**src/rtl/adc0808_scan_ctrl_pkg.sv**
```systemverilog
// Shared types and helpers for the ADC0808 scan controller.
// Holds the FSM state enum, bus widths and channel selection.
package adc_pkg;

    localparam int ADC_W = 8;
    localparam int CH_W = 3;
    localparam int ACC_W = ADC_W + 2;
    localparam int TIMEOUT_CYC_DEF = 20000;

    function automatic int cnt_width(input int n);
        return $clog2(n + 1);
    endfunction

    localparam int CNT_W = cnt_width(TIMEOUT_CYC_DEF);

    typedef enum logic [3:0] {
        IDLE,
        ADDR,
        ALE,
        START,
        WAIT_LO,
        WAIT_HI,
        READ,
        DONE,
        NEXT
    } state_t;

    // Lowest set mask bit at or above 'from', wrapping past 7 to 0.
    function automatic logic [CH_W-1:0] next_ch(
        input logic [7:0]      mask,
        input logic [CH_W-1:0] from
    );
        logic [CH_W-1:0] c;
        next_ch = from;
        for (int i = 7; i >= 0; i--) begin
            c = from + CH_W'(i);
            if (mask[c]) next_ch = c;
        end
    endfunction

endpackage

```
**src/rtl/adc0808_scan_ctrl_if.sv**
```systemverilog
// Control, ADC pin and result bundle of the scan controller.
// master = controller side, slave = converter/consumer side.
interface adc0808_scan_ctrl_if;
    import adc_pkg::*;

    logic              scan_en;
    logic [7:0]        ch_mask;
    logic              eoc;
    logic [ADC_W-1:0]  data_in;
    logic              adc_clk;
    logic              ale;
    logic              start;
    logic              oe;
    logic [CH_W-1:0]   addr;
    logic [ADC_W-1:0]  data_out;
    logic [CH_W-1:0]   data_ch;
    logic              data_valid;
    logic              timeout_err;

    modport master (
        input  scan_en, ch_mask, eoc, data_in,
        output adc_clk, ale, start, oe, addr,
        output data_out, data_ch, data_valid, timeout_err
    );

    modport slave (
        output scan_en, ch_mask, eoc, data_in,
        input  adc_clk, ale, start, oe, addr,
        input  data_out, data_ch, data_valid, timeout_err
    );

endinterface

```
**src/rtl/adc0808_scan_ctrl_clk_gen.sv**
```systemverilog
// Free-running divider: clk_out toggles every CLK_DIV input cycles.
module adc_clk_gen #(
    parameter int CLK_DIV = 100
) (
    input  logic clk,
    input  logic rst_n,
    output logic clk_out
);

    localparam int W = $clog2(CLK_DIV + 1);
    localparam logic [W-1:0] LIM = W'(CLK_DIV - 1);

    logic [W-1:0] cnt_q, cnt_d;
    logic         clk_q, clk_d;

    always_comb begin
        cnt_d = cnt_q + W'(1);
        clk_d = clk_q;
        if (cnt_q == LIM) begin
            cnt_d = '0;
            clk_d = ~clk_q;
        end
    end

    always_ff @(posedge clk or negedge rst_n) begin
        if (!rst_n) begin
            cnt_q <= '0;
            clk_q <= 1'b0;
        end else begin
            cnt_q <= cnt_d;
            clk_q <= clk_d;
        end
    end

    assign clk_out = clk_q;

endmodule

```
**src/rtl/adc0808_scan_ctrl.sv**
```systemverilog
// ADC0808 handshake sequencer scanning a masked channel set.
// Define ADC_AVG4_EN to average four conversions per result.
module adc0808_scan_ctrl
    import adc_pkg::*;
#(
    parameter int CLK_DIV     = 100,
    parameter int SETUP_CYC   = 4,
    parameter int PULSE_CYC   = 20,
    parameter int OE_SETTLE   = 4,
    parameter int TIMEOUT_CYC = 20000
) (
    input logic CLK100MHZ,
    input logic reset,
    adc0808_scan_ctrl_if.master bus
);

    localparam int CW = cnt_width(TIMEOUT_CYC);
    localparam logic [CW-1:0] SETUP_LIM = CW'(SETUP_CYC - 1);
    localparam logic [CW-1:0] PULSE_LIM = CW'(PULSE_CYC - 1);
    localparam logic [CW-1:0] OE_LIM    = CW'(OE_SETTLE - 1);
    localparam logic [CW-1:0] TMO_LIM   = CW'(TIMEOUT_CYC - 1);

    state_t           state_q, state_d;
    logic [CW-1:0]    cnt_q, cnt_d;
    logic [CH_W-1:0]  addr_q, addr_d;
    logic [CH_W-1:0]  cur_ch_q, cur_ch_d;
    logic [ADC_W-1:0] data_out_q, data_out_d;
    logic [CH_W-1:0]  data_ch_q, data_ch_d;
    logic             tmo_q, tmo_d;
    logic             ale_q, start_q, oe_q, dv_q;
    logic             eoc_m_q, eoc_s_q;
    logic             run;
`ifdef ADC_AVG4_EN
    logic [ACC_W-1:0] acc_q, acc_d, sum;
    logic [1:0]       nconv_q, nconv_d;
`endif

    adc_clk_gen #(
        .CLK_DIV (CLK_DIV)
    ) u_clk_gen (
        .clk     (CLK100MHZ),
        .rst_n   (reset),
        .clk_out (bus.adc_clk)
    );

    assign run = bus.scan_en && (bus.ch_mask != 8'h00);

    always_comb begin
        state_d    = state_q;
        cnt_d      = cnt_q + CW'(1);
        addr_d     = addr_q;
        cur_ch_d   = cur_ch_q;
        data_out_d = data_out_q;
        data_ch_d  = data_ch_q;
        tmo_d      = tmo_q;
`ifdef ADC_AVG4_EN
        acc_d      = acc_q;
        nconv_d    = nconv_q;
        sum        = acc_q + ACC_W'(bus.data_in);
`endif
        unique case (state_q)
            IDLE: begin
                if (run) begin
                    addr_d  = next_ch(bus.ch_mask, cur_ch_q);
                    state_d = ADDR;
                end
            end
            ADDR: if (cnt_q == SETUP_LIM) state_d = ALE;
            ALE: if (cnt_q == PULSE_LIM) state_d = START;
            START: if (cnt_q == PULSE_LIM) state_d = WAIT_LO;
            WAIT_LO: begin
                if (!eoc_s_q) begin
                    state_d = WAIT_HI;
                end else if (cnt_q == TMO_LIM) begin
                    tmo_d   = 1'b1;
                    state_d = NEXT;
                end
            end
            WAIT_HI: begin
                if (eoc_s_q) begin
                    state_d = READ;
                end else if (cnt_q == TMO_LIM) begin
                    tmo_d   = 1'b1;
                    state_d = NEXT;
                end
            end
            READ: begin
                if (cnt_q == OE_LIM) begin
`ifdef ADC_AVG4_EN
                    if (nconv_q == 2'd3) begin
                        data_out_d = sum[ACC_W-1:2];
                        data_ch_d  = addr_q;
                        state_d    = DONE;
                    end else begin
                        acc_d   = sum;
                        nconv_d = nconv_q + 2'd1;
                        state_d = ADDR;
                    end
`else
                    data_out_d = bus.data_in;
                    data_ch_d  = addr_q;
                    state_d    = DONE;
`endif
                end
            end
            DONE: state_d = NEXT;
            NEXT: begin
                cur_ch_d = addr_q + CH_W'(1);
`ifdef ADC_AVG4_EN
                // Also discards a partial sum left behind by a timeout.
                acc_d   = '0;
                nconv_d = '0;
`endif
                if (run) begin
                    addr_d  = next_ch(bus.ch_mask, addr_q + CH_W'(1));
                    state_d = ADDR;
                end else begin
                    state_d = IDLE;
                end
            end
            default: state_d = IDLE;
        endcase
        if (state_d != state_q || state_q == IDLE) cnt_d = '0;
    end

    always_ff @(posedge CLK100MHZ or negedge reset) begin
        if (!reset) begin
            state_q    <= IDLE;
            cnt_q      <= '0;
            addr_q     <= '0;
            cur_ch_q   <= '0;
            data_out_q <= '0;
            data_ch_q  <= '0;
            tmo_q      <= 1'b0;
            ale_q      <= 1'b0;
            start_q    <= 1'b0;
            oe_q       <= 1'b0;
            dv_q       <= 1'b0;
            eoc_m_q    <= 1'b0;
            eoc_s_q    <= 1'b0;
`ifdef ADC_AVG4_EN
            acc_q      <= '0;
            nconv_q    <= '0;
`endif
        end else begin
            state_q    <= state_d;
            cnt_q      <= cnt_d;
            addr_q     <= addr_d;
            cur_ch_q   <= cur_ch_d;
            data_out_q <= data_out_d;
            data_ch_q  <= data_ch_d;
            tmo_q      <= tmo_d;
            // Strobes are registered so the ADC pins never glitch.
            ale_q      <= (state_d == ALE);
            start_q    <= (state_d == START);
            oe_q       <= (state_d == READ);
            dv_q       <= (state_d == DONE);
            eoc_m_q    <= bus.eoc;
            eoc_s_q    <= eoc_m_q;
`ifdef ADC_AVG4_EN
            acc_q      <= acc_d;
            nconv_q    <= nconv_d;
`endif
        end
    end

    assign bus.ale         = ale_q;
    assign bus.start       = start_q;
    assign bus.oe          = oe_q;
    assign bus.addr        = addr_q;
    assign bus.data_out    = data_out_q;
    assign bus.data_ch     = data_ch_q;
    assign bus.data_valid  = dv_q;
    assign bus.timeout_err = tmo_q;

endmodule
```
**src/flat_wrapper.sv**
```systemverilog
// flat-port wrapper written by rule: the top's interface ports become plain ports
module adc0808_scan_ctrl_flat import adc_pkg::*;
#(
    parameter int CLK_DIV     = 100,
    parameter int SETUP_CYC   = 4,
    parameter int PULSE_CYC   = 20,
    parameter int OE_SETTLE   = 4,
    parameter int TIMEOUT_CYC = 20000
)
  (CLK100MHZ, reset, bus_scan_en, bus_ch_mask, bus_eoc, bus_data_in, bus_adc_clk, bus_ale, bus_start, bus_oe, bus_addr, bus_data_out, bus_data_ch, bus_data_valid, bus_timeout_err);
  adc0808_scan_ctrl_if bus_i ();
  input logic CLK100MHZ;
  input logic reset;
  input wire logic [$bits(bus_i.scan_en)-1:0] bus_scan_en;
  input wire logic [$bits(bus_i.ch_mask)-1:0] bus_ch_mask;
  input wire logic [$bits(bus_i.eoc)-1:0] bus_eoc;
  input wire logic [$bits(bus_i.data_in)-1:0] bus_data_in;
  output wire logic [$bits(bus_i.adc_clk)-1:0] bus_adc_clk;
  output wire logic [$bits(bus_i.ale)-1:0] bus_ale;
  output wire logic [$bits(bus_i.start)-1:0] bus_start;
  output wire logic [$bits(bus_i.oe)-1:0] bus_oe;
  output wire logic [$bits(bus_i.addr)-1:0] bus_addr;
  output wire logic [$bits(bus_i.data_out)-1:0] bus_data_out;
  output wire logic [$bits(bus_i.data_ch)-1:0] bus_data_ch;
  output wire logic [$bits(bus_i.data_valid)-1:0] bus_data_valid;
  output wire logic [$bits(bus_i.timeout_err)-1:0] bus_timeout_err;
  assign bus_i.scan_en = bus_scan_en;
  assign bus_i.ch_mask = bus_ch_mask;
  assign bus_i.eoc = bus_eoc;
  assign bus_i.data_in = bus_data_in;
  assign bus_adc_clk = bus_i.adc_clk;
  assign bus_ale = bus_i.ale;
  assign bus_start = bus_i.start;
  assign bus_oe = bus_i.oe;
  assign bus_addr = bus_i.addr;
  assign bus_data_out = bus_i.data_out;
  assign bus_data_ch = bus_i.data_ch;
  assign bus_data_valid = bus_i.data_valid;
  assign bus_timeout_err = bus_i.timeout_err;
  adc0808_scan_ctrl #(.CLK_DIV(CLK_DIV), .SETUP_CYC(SETUP_CYC), .PULSE_CYC(PULSE_CYC), .OE_SETTLE(OE_SETTLE), .TIMEOUT_CYC(TIMEOUT_CYC)) u_core (.CLK100MHZ(CLK100MHZ), .reset(reset), .bus(bus_i));
endmodule
```
**config.mk**
```make
export PLATFORM = sky130hd
export DESIGN_NAME = adc0808_scan_ctrl_flat
export DESIGN_NICKNAME = d
export VERILOG_FILES = /design/src/rtl/adc0808_scan_ctrl_pkg.sv /design/src/rtl/adc0808_scan_ctrl_if.sv /design/src/rtl/adc0808_scan_ctrl_clk_gen.sv /design/src/rtl/adc0808_scan_ctrl.sv /design/src/flat_wrapper.sv
export SDC_FILE = /design/constraint.sdc
export NUM_CORES = 1
export LEC_CHECK = 0
export CORE_ASPECT_RATIO = 1.1
export CORE_MARGIN = 4
export CORE_UTILIZATION = 30
export DETAILED_ROUTE_END_ITERATION = 10
export PLACE_DENSITY = 0.5
export SYNTH_ARGS = -nofsm -noshare
export SYNTH_HDL_FRONTEND = slang
export SYNTH_SLANG_ARGS = --single-unit
```
**constraint.sdc**
```tcl
create_clock -name CLK100MHZ -period 4.8 [get_ports CLK100MHZ]
set_clock_uncertainty 0.15 [all_clocks]
set_input_delay 1.44 -clock CLK100MHZ [delete_from_list [all_inputs] [get_ports CLK100MHZ]]
set_output_delay 1.44 -clock CLK100MHZ [all_outputs]
set_load 0.01 [all_outputs]
```
==> impl_results.md, run 1 <==
* Leak at 1.85 nW
* Hold Path Sink: u_core.eoc_s_q
* IO Pins at 40
* RR Endpoint: u_core.bus.addr[1]
* Syn_nets at 459
* Path depth of the worst reg2reg path at 8
* Crit-path most repeated cell: or3_1
* Cts bufs inserted at 5
* Tmin final at 4.19 ns
* Design Power at 2.29 mW
* Synthesis Warnings at 0
* Predominant post-synthesis flop cell: dfrtp_1
* DPL Wire Length at 7.28 mm
* Reg-to-Reg Start: u_core.bus.addr[1]
* Clk slew on worst S/H paths at 0.07 ns
* First-pass GRT wire length at approximately 17 mm
* Core area at 12800 um2
* Period utilization at 87.3%
* HP Start: u_core.eoc_m_q
* Synth area leader: dfrtp_1
* CP peak stage delay at roughly 0.63 ns
* H-tree levels at 2
* Setup TNS at 0 ns
* Pin count of the biggest net entering global routing at 37
* GPL Wtd Cong at 0.870
* N_diodes at 0
* Flops & latches, synth at 51
* Post-Syn Instances at 433
* Drt initial violations at 246
* Slew Limit Fails at 0
* CP Class: input port to register
* Slowest CP cell: clkdlybuf4s50_1
* Hold crit path type: register to register
* CTS hold repair buffers at 0
* Slew HR at 41.0%
* FMAX at 239 MHz
* # setup viols final at 0
* Fill cells at 1270
* DRC Markers at 0
* Register area share after synthesis at 32.0%
* Die ar. at between 15000 and 20000 um2
* Power per Cell Area at 490 nW/um2
* CP Capture Type: register
* Top cell type's share of synthesized area at about a third
* CTS tree: done
* Floorplan row count at 43
* Share of cells above drive strength 1 at around an eighth
* Final Hold Vio Count at 0
* Avg Cell Area, Syn at between 9 and 10 um2
* Area Overhead vs Synth at 17.6%
* Startpoint Class: input port
* Clock Sinks at 51
* Nets at slightly below 500
* Via Count at 3401
* Drt total wl at 10.0 mm
* Vias in the first global route at roughly 3300
* Worst hold stages at 0
* Top cells by area, synth: dfrtp_1, mux4_2, nand2_1
* Die height at roughly 130 um
* Worst path cell trace: clkdlybuf4s50_1, nor4_1, a21oi_1, or3_1, or3_1, a2111oi_1
* Initial Utilization at 31.1%
* Insertion delay to the later sink of the worst-skew pair at 0.29 ns
* Maximum vdd drop at around 0.00026 V
* Grt ovf at 0
* All-Layer GR Usage at 13.2%
* Mapped Area at 3980 um2
* Antenna violations before repair at 0
* Status: finished, final reports clean
* Longest Clk Path Bufs at 2
* Clk root buf: clkbuf_16
* Slew at the pin closest to its max-slew limit at 0.885 ns
* Post-CTS Resized at 0
* WP data required at 4.82 ns
* Most common cell after layout, fill and taps aside: nand2_1
* Ys async rst share at 100%
* Via density at about 5.5
* Wire per inst at 16.3 um
* Synth cell types at around 70
* MaxCap Viol Count at 0
* Number of synthesized flops with an enable pin at 0
* Worst-path fanout max at 15
* Port Buffers at 39
* Worst path arrival time at roughly 4.2 ns
* RSZ-0062 raised after global routing: false
* Antenna-violating nets left at 0
* Most frequent cells in the layout: nand2_1, dfrtp_1, clkdlybuf4s50_1
* Setup bufs post-CTS at 0
* Drt pass-1 iters at 4
* R2R Setup Slk at 1.38 ns
* Die width at ~120 um
## how the worst max path moves through the flow
stage,startpoint,end,slack [ns],depth (start not counted)
2_1_floorplan,bus_ch_mask[4],u_core.bus.addr[2],1.23,7
3_3_place_gp,bus_ch_mask[7],u_core.cnt_q[1],0.40,6
3_5_place_dp,bus_ch_mask[7],u_core.cnt_q[7],0.28,6
4_1_cts,bus_ch_mask[7],u_core.cnt_q[4],0.61,6
5_1_grt,bus_ch_mask[7],u_core.cnt_q[8],0.37,6
6_report,bus_ch_mask[7],u_core.cnt_q[7],0.61,6
## sequential cells by signal, summed over array words and instances, names as in the netlist
| name | flops |
|---|---|
| u_core.u_clk_gen.clk_out | 1 |
| u_core.bus.data_out | 8 |
| u_core.bus.timeout_err | 1 |
| u_core.bus.start | 1 |
| u_core.cur_ch_q | 3 |
| u_core.u_clk_gen.cnt_q | 7 |
| u_core.bus.data_ch | 3 |
| u_core.eoc_s_q | 1 |
| u_core.bus.addr | 3 |
| u_core.bus.oe | 1 |
| u_core.bus.data_valid | 1 |
| u_core.cnt_q | 15 |
| u_core.eoc_m_q | 1 |
| u_core.state_q | 4 |
| u_core.bus.ale | 1 |
## metal layers
metal | routed length, um | track usage (%)
met2 | 4950 | 22.8
met3 | 431 | 1.80
met1 | 4510 | 17.5
met4 | 150 | 3.52
met5 | 0 | 0
## through the flow
step	setup slack, ns	hold slack [ns]	instance area, um2	instances	util, %
2_1_floorplan	1.23	0.181	3980	433	-
4_1_cts	0.605	0.207	4680	616	36.6
3_5_place_dp	0.278	0.189	4510	608	35.2
6_report	0.607	0.202	4680	616	36.6
3_3_place_gp	0.403	0.185	4510	608	35.2
5_1_grt	0.368	0.221	4680	616	36.6
## Yosys cell counts (all sizes together) (3+ instances only)
master / instances
nor3: 9
and2: 4
o21ai: 17
nor2b: 4
ha: 6
mux2i: 21
a21oi: 28
mux4: 18
a2111oi: 8
and3: 7
clkinv: 3
a31oi: 4
dfrtp: 51
buf: 13
nand4: 3
nand2: 66
nor4: 6
xor2: 13
mux2: 7
a21o: 4
clkbuf: 20
o211ai: 3
or3: 3
a211oi: 6
xnor2: 12
nand3: 15
nor2: 27
or4: 8
nand2b: 3
inv: 11
## power by group
part	internal [mW]	switching, mW
sequential	0.469	0.0693
combinational	0.608	0.736
clock	0.248	0.164
total	1.32	0.969
## layout make-up
cell class	count	area, um2	area share, %
multi-input cells	335	2510	53.6
repair buffers	51	475	10.2
well taps	157	196	4.20
flip-flops and latches	51	1280	27.3
clock buffers	5	125	2.67
inverters	14	52.6	1.12
clock inverters	3	46.3	0.989
## worst max-delay path: cells and delay by family
kind / cells / cell delay [ns]
and+or+nand+nor: 3 / 1.49
AOI/OAI and AO/OA: 2 / 0.66
buffers and inverters: 1 / 0.63
## logic make-up (layout without fill, tap and decap cells)
logic type | after synthesis | count (layout) | share of synthesized area, %
compound gates | 93 | 93 | 16.6
xor+xnor | 27 | 27 | 6.66
fa+ha+maj | 6 | 6 | 1.88
buf+inv | 47 | 73 | 4.93
flops | 51 | 51 | 32.0
mux | 46 | 46 | 17.4
simple gates | 163 | 163 | 20.4
No activity file was read; power rests on OpenSTA's default activity.
==> inputs of run 2 (changes only) <==
--- a/config.mk
+++ b/config.mk
@@ -7,9 +7,9 @@
 export LEC_CHECK = 0
 export CORE_ASPECT_RATIO = 1.1
 export CORE_MARGIN = 4
-export CORE_UTILIZATION = 30
+export CORE_UTILIZATION = 41
 export DETAILED_ROUTE_END_ITERATION = 10
-export PLACE_DENSITY = 0.5
+export PLACE_DENSITY = 0.64
 export SYNTH_ARGS = -nofsm -noshare
 export SYNTH_HDL_FRONTEND = slang
 export SYNTH_SLANG_ARGS = --single-unit
==> run 2 against run 1 <==
Compared with the run above: non-clock buffer count down 3; flip-flop and latch count unchanged; combinational power down 4%; core utilization up 12 points; design area down 2.7%; hold slack better by 0.0021 ns; via count about the same; sequential power about the same; global-route usage up 3.8 points; critical endpoint unchanged; largest power group unchanged.
==> impl_results.md, run 2 (synthesis gave the netlist of run 1 again) <==
* Clk slew on worst S/H paths at 0.10 ns
* Max reg flops at 15
* Largest reg by FF count: u_core.cnt_q
* Core area at 9400 um2
* Floorplan row count at 37
* CTS hold repair buffers at 0
* Slew Limit Fails at 0
* Nets at 481
* RR Endpoint: u_core.bus.addr[1]
* Via Count at ~3400
* WP data required at 4.85 ns
* FMAX at ~240 MHz
* HP Start: u_core.eoc_m_q
* Drt pass-1 iters at 4
* DPL Wire Length at 6.82 mm
* RSZ-0062 raised after global routing: false
* Share of cells above drive strength 1 at 11.6%
* Slew HR at 43.0%
* Antenna violations before repair at 0
* Antenna-violating nets left at 0
* Worst path arrival time at 4.23 ns
* IO Pins at 40
* MaxCap Viol Count at 0
* Die height at around 110 um
* Clk root buf: clkbuf_8
* Grt ovf at 0
* Slew at the pin closest to its max-slew limit at 0.855 ns
* Port Buffers at 39
* Cts bufs inserted at 5
* CP Capture Type: register
* Die width at 102 um
* CTS tree: done
* Maximum vdd drop at ~0.00023 V
* All-Layer GR Usage at roughly 17%
* Reg-to-Reg Start: u_core.bus.addr[0]
* Period utilization at between 80% and 90%
* R2R Setup Slk at ~1.2 ns
* Worst hold stages at 0
* H-tree levels at 2
* Worst-path fanout max at 15
* Hold Path Sink: u_core.eoc_s_q
* Post-Layout Cell Count at 573
* Via density at 5.94
* Most common cell after layout, fill and taps aside: nand2_1
* Setup TNS at 0 ns
* Initial Utilization at 42.4%
* DRC Markers at 0
* Leak at about 1.8 nW
* Drt initial violations at between 100 and 150
* Most frequent cells in the layout: nand2_1, dfrtp_1, clkdlybuf4s50_1
* Clock Sinks at 51
* Die ar. at 11400 um2
* Final core occ at 48.5%
* Tmin final at 4.18 ns
* N_diodes at 0
* Hold crit path type: register to register
* Design Power at ~2.1 mW
* Vias in the first global route at 3260
* Longest Clk Path Bufs at 2
* # setup viols final at 0
* First-pass GRT wire length at 16.1 mm
* Insertion delay to the later sink of the worst-skew pair at 0.31 ns
* DP Cell Count at 565
* Path depth of the worst reg2reg path at 9
* Final Hold Vio Count at 0
* Power per Cell Area at roughly 470 nW/um2
* Status: finished, final reports clean
* Setup bufs post-CTS at 0
* GPL Wtd Cong at 0.904
* Drt total wl at 9.45 mm
* Post-CTS Resized at 0
* Pin count of the biggest net entering global routing at 52
* Area Overhead vs Synth at 14.4%
* CP Class: input port to register
* Wire per inst at 16.5 um
* Startpoint Class: input port
[run 2: worst max-delay path by stage]
stage,start,endpoint,slack [ns]
2_1_floorplan,bus_ch_mask[4],u_core.bus.addr[2],1.23
3_3_place_gp,bus_ch_mask[5],u_core.cnt_q[7],0.48
3_5_place_dp,bus_ch_mask[5],u_core.cnt_q[7],0.34
4_1_cts,bus_ch_mask[5],u_core.cnt_q[1],0.66
5_1_grt,bus_ch_mask[5],u_core.cnt_q[8],0.38
6_report,bus_ch_mask[5],u_core.cnt_q[7],0.62
[run 2: worst max-delay path, cell delays in order]
cell	delay, ns
clkdlybuf4s50_1	0.59
nor4_1	0.47
a21oi_1	0.19
or3_1	0.43
or3_1	0.62
a2111oi_1	0.49
[run 2: final cells by class]
class,count,area (um2)
fill,870,4840
clock inverter,3,47.5
inverter,14,52.6
sequential,51,1280
timing repair buffer,48,453
multi-input combinational,335,2510
tap,117,146
clock buffer,5,68.8
[run 2: routing by layer]
metal | vias to the layer above | GRT usage (%) | part of all wire (%)
li1 | 1638 | - | -
met1 | 1673 | 23.7 | 44
met2 | 78 | 28.4 | 51
met3 | 15 | 1.94 | 4.4
met4 | 0 | 3.59 | 1.3
met5 | - | 0 | 0
[run 2: stage by stage]
step	area, um2	worst slack (ns)	hold slack, ns
6_report	4550	0.616	0.205
5_1_grt	4550	0.382	0.224
4_1_cts	4550	0.665	0.220
3_5_place_dp	4440	0.341	0.192
3_3_place_gp	4440	0.481	0.184
2_1_floorplan	3980	1.23	0.181
[run 2: power breakdown]
group	total, mW	switching (mW)	internal [mW]	leakage [nW]
sequential	0.535	0.0659	0.469	0.635
combinational	1.29	0.703	0.590	1.12
clock	0.315	0.157	0.158	0.0587
total	2.14	0.926	1.22	1.81
==> inputs of run 3 (changes only) <==
--- a/config.mk
+++ b/config.mk
@@ -9,7 +9,7 @@
 export CORE_MARGIN = 4
 export CORE_UTILIZATION = 41
 export DETAILED_ROUTE_END_ITERATION = 10
-export PLACE_DENSITY = 0.64
+export PLACE_DENSITY = 0.62
 export SYNTH_ARGS = -nofsm -noshare
 export SYNTH_HDL_FRONTEND = slang
 export SYNTH_SLANG_ARGS = --single-unit
==> run 3 against run 2 <==
Compared with the run above: global-route usage grew 0.075 points; wire length grew 0.65%; register-to-register slack improved by 0.21 ns; sequential power barely moved; critical path depth unchanged; non-clock buffer count unchanged; via count shrank 1.5%; critical path type unchanged; largest power group unchanged.
==> impl_results.md, run 3 (synthesis gave the netlist of run 1 again) <==
* Longest Clk Path Bufs at 2
* Grt ovf at 0
* Setup ws final at approximately 0.62 ns
* CTS hold repair buffers at 0
* Die height at 111 um
* Antenna-violating nets left at 0
* MaxCap Viol Count at 0
* Hold crit path type: register to register
* Die width at 102 um
* Worst path arrival time at 4.21 ns
* Pin count of the biggest net entering global routing at 43
* Area Overhead vs Synth at 13.8%
* Nets at 481
* Cts bufs inserted at 5
* Clk root buf: clkbuf_8
* Slew Limit Fails at 0
* CP Class: input port to register
* FMAX at 239 MHz
* RSZ-0062 raised after global routing: false
* Die ar. at 11400 um2
* DP Worst Slack at 0.328 ns
* Status: finished, final reports clean
* Clock Sinks at 51
* Setup TNS at 0 ns
* Port Buffers at 39
* Slew HR at about two fifths
* Clk slew on worst S/H paths at 0.09 ns
* CTS tree: done
* Drt total wl at 9.51 mm
* Via density at 5.85
* Final core occ at between 40% and 50%
* Wire per inst at approximately 17 um
* Slew at the pin closest to its max-slew limit at 0.926 ns
* Worst-path fanout max at 15
* DPL Wire Length at 7.02 mm
* First-pass GRT wire length at 16.0 mm
* Antenna violations before repair at 0
* Cell area after layout at 4530 um2
* Tmin final at between 4 and 5 ns
* IO Pins at 40
* Setup bufs post-CTS at 0
* Most frequent cells in the layout: nand2_1, dfrtp_1, clkdlybuf4s50_1
* N_diodes at 0
* Largest reg by FF count: u_core.cnt_q
* Share of cells above drive strength 1 at a little under an eighth
* GPL Wtd Cong at 0.862
* WP data required at 4.83 ns
* Final Hold Vio Count at 0
* Maximum vdd drop at 0.000221 V
* All-Layer GR Usage at 17.1%
* H-tree levels at 2
* Drt initial violations at 202
* Insertion delay to the later sink of the worst-skew pair at around 0.31 ns
* Post-CTS Resized at 0
* DRC Markers at 0
* CP Capture Type: register
* Floorplan row count at 37
* Most common cell after layout, fill and taps aside: nand2_1
* Period utilization at 87.1%
* Vias in the first global route at roughly 3300
* # setup viols final at 0
* Drt pass-1 iters at 5
* Via Count at roughly 3400
* Max reg flops at 15
* Post-placement cell area at 4440 um2
* Power per Cell Area at 463 nW/um2
* Startpoint Class: input port
* Final hold slack at 0.208 ns
* Core area at 9400 um2
* Initial Utilization at a little over two fifths
* Leak at 1.80 nW
## run 3: changes by cell type in the layout (fill, tap and decap cells not counted)
cell        previous run  this run
clkinv_4               1         2
inv_6                  1         0
bufinv_16              1         0
clkinvlp_4             0         1
## run 3: worst max-delay path: stages
cell	delay, ns
clkdlybuf4s50_1	0.61
nor4_1	0.45
a21oi_1	0.16
or3_1	0.42
or3_1	0.62
a2111oi_1	0.50
## run 3: per-layer routing
| layer | global-route usage [%] | routed length, um | vias to the layer above | share of wire, % |
|---|---|---|---|---|
| met5 | 0 | 0 | - | 0 |
| met4 | 4.02 | 114 | 0 | 1.2 |
| met3 | 2.01 | 447 | 10 | 4.7 |
| met2 | 29.1 | 4850 | 84 | 51 |
| met1 | 23.0 | 4100 | 1620 | 43 |
| li1 | - | - | 1639 | - |
## run 3: final timing paths
kind | from | slack (ns) | endpoint | cells past startpoint
min in group asynchronous | reset | 1.11 | u_core.bus.start | 1
max reg2reg | u_core.cnt_q[0] | 1.45 | u_core.cnt_q[7] | 9
max in group asynchronous | reset | 2.69 | u_core.cur_ch_q[2] | 2
min | u_core.eoc_m_q | 0.21 | u_core.eoc_s_q | 0
min reg2reg | u_core.eoc_m_q | 0.21 | u_core.eoc_s_q | 0
max | bus_ch_mask[5] | 0.62 | u_core.cnt_q[7] | 6
## run 3: layout make-up
cell class	count	area (um2)
Clock buffer	5	68.8
Clock inverter	3	25.0
Fill cell	866	4870
Inverter	14	52.6
Multi-Input combinational cell	335	2510
Sequential cell	51	1280
Tap cell	117	146
Timing Repair Buffer	48	453
## run 3: report_power, final
part | switching [mW] | total [mW] | internal [mW]
logic | 0.708 | 1.31 | 0.602
registers | 0.0659 | 0.534 | 0.469
clock network | 0.149 | 0.253 | 0.104
## run 3: stage by stage
step                      std cells  total power [mW]
after floorplan                 433              1.55
after global placement          565              1.84
after detailed placement        565              1.85
after CTS                       573              2.11
after global routing            573              2.26
final                           573              2.10
